<file path="config.mk">
export PLATFORM = sky130hd
export DESIGN_NAME = lcd_reader
export DESIGN_NICKNAME = d
export VERILOG_FILES = /design/src/rtl/lcd_reader.sv
export SDC_FILE = /design/constraint.sdc
export NUM_CORES = 1
export LEC_CHECK = 0
export ABC_AREA = 1
export CAP_MARGIN = 20
export CORE_ASPECT_RATIO = 2
export CORE_MARGIN = 1.5
export CORE_UTILIZATION = 35
export CTS_CLUSTER_SIZE = 25
export DETAILED_ROUTE_END_ITERATION = 6
export GPL_TIMING_DRIVEN = 0
export HOLD_SLACK_MARGIN = 0.1
export PLACE_DENSITY = 0.53
export SYNTH_ARGS = -nofsm -noshare
export SYNTH_HDL_FRONTEND = slang
export SYNTH_SLANG_ARGS = --single-unit
</file>
<file path="constraint.sdc">
create_clock -name CLK -period 1.4 [get_ports CLK]
set_input_delay 0.28 -clock CLK [delete_from_list [all_inputs] [get_ports CLK]]
set_output_delay 0.28 -clock CLK [all_outputs]
set_load 0.05 [all_outputs]
</file>
<file path="src/rtl/lcd_reader.sv">
// HD44780 4-bit read sequencer: one 8-bit read as two E strobes,
// high nibble first, with programmable setup/pulse/gap timing.
module lcd_reader #(
   parameter int T_AS  = 4,
   parameter int T_PW  = 25,
   parameter int T_GAP = 30
) (
   input  logic       CLK,
   input  logic       RST,
   input  logic       start,
   input  logic       rs,
   input  logic [3:0] LCD_D_IN,
   output logic       LCD_RS,
   output logic       LCD_RW,
   output logic       LCD_E,
   output logic [7:0] data_out,
   output logic       busy_flag,
   output logic       busy,
   output logic       done
);

   typedef enum logic [2:0] {
      IDLE, SETUP, E_HI1, E_LO1, E_HI2, E_LO2, DONE
   } state_t;

   localparam logic [7:0] AS_L  = 8'(T_AS - 1);
   localparam logic [7:0] PW_L  = 8'(T_PW - 1);
   localparam logic [7:0] GAP_L = 8'(T_GAP - 1);

   state_t     state, state_nx;
   logic [7:0] cnt, cnt_nx;
   logic       rs_q;
   logic [7:0] shadow;

   // Each timed state is loaded with its length minus one and leaves at zero
   always_comb begin
      state_nx = state;
      cnt_nx   = cnt;
      if (state != IDLE && cnt != 8'd0) begin
         cnt_nx = cnt - 8'd1;
      end else begin
         unique case (state)
            IDLE: begin
               if (start) begin
                  state_nx = SETUP;
                  cnt_nx   = AS_L;
               end
            end
            SETUP: begin
               state_nx = E_HI1;
               cnt_nx   = PW_L;
            end
            E_HI1: begin
               state_nx = E_LO1;
               cnt_nx   = GAP_L;
            end
            E_LO1: begin
               state_nx = E_HI2;
               cnt_nx   = PW_L;
            end
            E_HI2: begin
               state_nx = E_LO2;
               cnt_nx   = GAP_L;
            end
            E_LO2: begin
               state_nx = DONE;
               cnt_nx   = 8'd0;
            end
            DONE: begin
               state_nx = IDLE;
               cnt_nx   = 8'd0;
            end
            default: begin
               state_nx = IDLE;
               cnt_nx   = 8'd0;
            end
         endcase
      end
   end

   assign busy   = (state != IDLE);
   assign LCD_RW = busy;
   assign LCD_RS = busy & rs_q;
   assign LCD_E  = (state == E_HI1) || (state == E_HI2);

   always_ff @(posedge CLK) begin
      if (RST) begin
         state     <= IDLE;
         cnt       <= 8'd0;
         rs_q      <= 1'b0;
         shadow    <= 8'h00;
         data_out  <= 8'h00;
         busy_flag <= 1'b0;
         done      <= 1'b0;
      end else begin
         state <= state_nx;
         cnt   <= cnt_nx;
         done  <= 1'b0;
         if (state == IDLE && start)
            rs_q <= rs;
         // Nibble is taken on the last clock of E high, just before the fall
         if (state == E_HI1 && cnt == 8'd0)
            shadow[7:4] <= LCD_D_IN;
         if (state == E_HI2 && cnt == 8'd0)
            shadow[3:0] <= LCD_D_IN;
         if (state == DONE) begin
            data_out <= shadow;
            done     <= 1'b1;
            if (!rs_q)
               busy_flag <= shadow[7];
         end
      end
   end

endmodule

</file>
; Word level (Yosys, flattened, before mapping)
; Index checks and enable logic that the tools add are counted.
[word_totals]
register_bits = 30
in_bits = 8
out_inout_bits = 14
word_cells = 39
[classes]
n_addsub = 1
n_eq_ne = 8
muxes = 6
bitwise = 3
n_reduce_logical = 13
[op_table]
columns = operator, count
row1 = 8-bit case mux with 3 select lines, 1
row2 = 3-bit case mux with 6 select lines, 1
row3 = 8-bit two-way mux, 2
row4 = 3-bit == test (second input constant), 3
row5 = 8-bit zero test, 1
row6 = 8-bit nonzero test, 1
row7 = 8-bit by 1-bit subtractor with 8-bit output (second input constant), 1
row8 = 3-bit by 2-bit == test with 1-bit output (second input constant), 2
row9 = 1-bit logical AND, 4
row10 = 2-bit AND reduction, 2
row11 = 2-bit OR reduction, 2
row12 = 3-bit by 1-bit == test with 1-bit output (second input constant), 1
row13 = 3-bit zero test, 1
row14 = 3-bit two-way mux, 1
row15 = 3-bit inequality test (second input constant), 1
row16 = 3-bit nonzero test, 1
row17 = 2-bit inequality test (second input constant), 1
row18 = 1-bit NOT, 2
row19 = 1-bit bitwise AND, 1
row20 = 1-bit logical OR, 1
row21 = 1-bit two-way mux, 1

; Longest topological paths before layout
[logic_depth]
word_depth = 4
depth_mapped = 10
ltp_nobuf = 10

; Worst setup path before layout
; No wires, ideal clock.
[synth_timing]
path_kind = register to output
from = register state[0]
to = output LCD_RS
arrival_ns = 1.556
t_required_ns = 1.120
slack_ns = -0.436
stages_incl_launch_ff = 6
path_buffers = 1
path_cell_list = dfxtp_1 > buf_6 > nor2_8 > nand2_2 > inv_1 > nor2_1
[synth_between]
elab_chain_len = 2
[synth_rtl]
columns = item, line
row1 = from (decl), 30  ; state_t state, state_nx;
row2 = from (signal assigned), 96  ; state <= state_nx;
row3 = 3-bit nonzero test, 81  ; assign busy = (state != IDLE);
row4 = via LCD_RW, 14  ; output logic LCD_RW,
row5 = 1-bit bitwise AND, 83  ; assign LCD_RS = busy & rs_q;
row6 = to (decl), 13  ; output logic LCD_RS,
; The timed path passes the listed nets, and every way through them passes these cells.

; Worst setup path in the final report
[layout_timing]
from = register state[0]
to = output busy
[layout_between]
elab_chain_len = 1
[layout_rtl]
columns = item, line
row1 = 3-bit nonzero test, 81
row2 = to (decl), 18  ; output logic busy,
; Every way passes these cells.

==> results.md <==
* Worst slew margin at 68.3%
* Cell count of the worst hold path at 2
* GRT Total Usage at 17.2%
* Vias in the first global route at 1,364
* Initial DRC Count at 23
* Failing checks: negative setup slack
* Layout Skew at 0.00466 ns
* RR Endpoint: cnt[7]
* Fin nets at 252
* Area Overhead vs Synth at 37.6%
* Pre-CTS setup slack at -0.559 ns
* Maximum vdd drop at 1110 uV
* First-pass GRT wire length at 5910 microns
* Maximum clock path buffer count at 2
* Htree depth at 2
* CP cell instances: buf_6 -> nor2_8 -> nand2_8 -> buf_6 -> buf_8
* CORE AREA at 0.00405 sq mm
* CP peak stage delay at 0.32 ns
* Minimum clock period at 1.51 ns
* Initial Util at 35.9%
* Hold slack at 0.482 ns
* Residual DRC at 0
* Hold WC Path Type: register to register
* Worst hold path endpoint: data_out[6]
* Commonest non-fill, non-tap cell in the layout: nor2_1
* Netlist cell types at 24
* Syn Area/Cell at 7.16 sq um
* Share of layout cells above drive strength 1 at 33.7%
* Die height at 94.1 microns
* Fin area at 0.00200 sq mm
* # diodes at 0
* Status: finished, violations left
* Clk Tree Root Cell: clkbuf_8
* CP delay by family, top: buffers and inverters
* WP data arrival at 1.23 ns
* Final hold vios at 0
* FF+latch count, synth at 30
* Post-DP Area at 0.00174 sq mm
* Port bufs at 21
* R2R Setup Slk at 0.01 ns
* GP Congestion at 0.734
* Synth Cell Area at 0.00145 sq mm
* TritonRoute pass-1 iters at 4
* Crit path kind: register to output port
* Critical Path Source Type: register
* Syn Nets at 213
* Initial antenna violation count at 0
* Critical Path End Type: output port
* Tcrit/Tclk final at 108%
* Die area at 0.00457 sq mm
* Dpl hpwl at 2660 microns
* WL/cell at 12.4 microns
* Max Cap Violations at 0
* # IOs at 22
* Min-delay src: shadow[6]
* Worst-Margin Slew at 0.477 ns
* Buf+Inv Stages, Crit Path at 3
* Synth warn at 0
* GR Overflow Total at 0
* Hold buffer count at cts at 0
* Slew Limit Fails at 0
* Lkg Pwr at 0.000929 uW
* Most frequent cells in the layout: nor2_1 (32), nand2_1 (29), dfxtp_1 (26)
* Critical R2R Launch: state[0]
* Final TNS setup at -0.305 ns
* DRT Wirelength at 3650 microns
* Sink Count at 30
* Final setup vio count at 4
* Largest net degree at the start of global routing at 11
* Fmax at 663 MHz
* R2R cell count at 10
* RSZ-0062 raised after global routing: yes
* Crit. Startpoint: state[0]
* CTS clock-pin slew for the worst setup and hold paths at 0.06 ns
* Crit-path most repeated cell: buf_6
* Clk Latency, worst-skew pair at 0.28 ns
* Via count at 1,398
* Seq/Total Area, Yosys at 41.3%
* # rows at 33
* CTS tree: built
* Post-route ant nets at 0
* CTS Buf Count at 5
* Crit-path slowest cell: dfxtp_2
* Die width at 48.6 microns
* WP data required at 1.12 ns
* Crit-path max FO at 7
* Via/cell ratio at 4.74
* PnR worst setup slack at -0.108 ns
* Synth Instances at 203
* P per Cell Area at 2420 mW/mm^2
## metal layers
layer,vias up,wire length [microns],global-route usage [%]
li1,719,-,-
met1,648,1300,14.1
met2,22,2170,36.1
met3,9,76,3.03
met4,0,109,10.5
met5,-,0,0
## report_power, final
part | internal [uW] | leakage, uW | switching [uW]
clock network | 396 | 0.0000482 | 321
logic | 1190 | 0.000636 | 1770
registers | 1030 | 0.000245 | 133
## worst max-delay path by stage
stage,to,slack (ns),cells after the start
floorplan,cnt[2],-0.003,7
global placement,LCD_E,-0.56,4
detailed placement,LCD_E,-0.56,4
CTS,LCD_E,-0.12,5
global route,LCD_E,-0.14,4
finish,busy,-0.11,5
## area by class of cell
cell class | instances | area (sq um)
buffer | 5 | 43.8
clock buffer | 7 | 86.3
clock inverter | 1 | 5.00
fill | 452 | 2050
inverter | 25 | 104
multi-input combinational | 143 | 816
sequential | 30 | 606
tap | 52 | 65.1
timing repair buffer | 32 | 273
## through the flow
step | total power, uW | utilization (%) | cells
final | 4840 | 49.4 | 295
after global routing | 5200 | 49.4 | 295
after CTS | 4620 | 47.6 | 290
after detailed placement | 3530 | 43.0 | 276
after global placement | 3530 | 43.0 | 276
after floorplan | 3010 | - | 203
## synthesized netlist by cell type
cell type	n	area share (%)
o21a_1	1	0.52
o21ai_0	20	6.9
nand3_4	1	1.2
ha_1	2	1.7
dfxtp_1	30	41
inv_2	6	1.6
nand3_1	17	5.9
clkbuf_1	2	0.52
nand4_1	1	0.43
nand2_1	33	8.5
a21oi_2	1	0.60
nor3_2	1	0.69
buf_6	1	0.78
a21oi_1	8	2.8
nor2_4	4	3.1
nand2_2	5	2.2
nor2_2	1	0.43
nand2_4	2	1.6
nor3_1	2	0.69
a211oi_1	1	0.52
nor2_1	42	11
inv_1	19	4.9
nor2_8	1	1.4
buf_4	2	1.0
## tightest hold or removal path: stages, from the launching register on
cell	delay (ns)
dfxtp_1	0.32
nor2_1	0.04
nor2_1	0.08
## cell families after synthesis
group / share of synthesized area [%]
simple gates: 36.9
compound gates: 11.3
buf+inv: 8.79
flops: 41.3
fa+ha+maj: 1.72
## what timing repair did
item | 4_1_cts | 5_1_grt
setup buffers | 6 | 5
setup endpoints to repair | 40 | 39
gates resized for setup | 66 | 31
gates cloned | 0 | 0
pin swaps | 4 | 11
hold endpoints to repair | 0 | 0
## registers in the layout, indices dropped and copies added, names as in the netlist
register   cells
busy_flag      1
cnt            8
data_out       8
done           1
rs_q           1
shadow         8
state          3
Power figures use the tool's default switching activity.
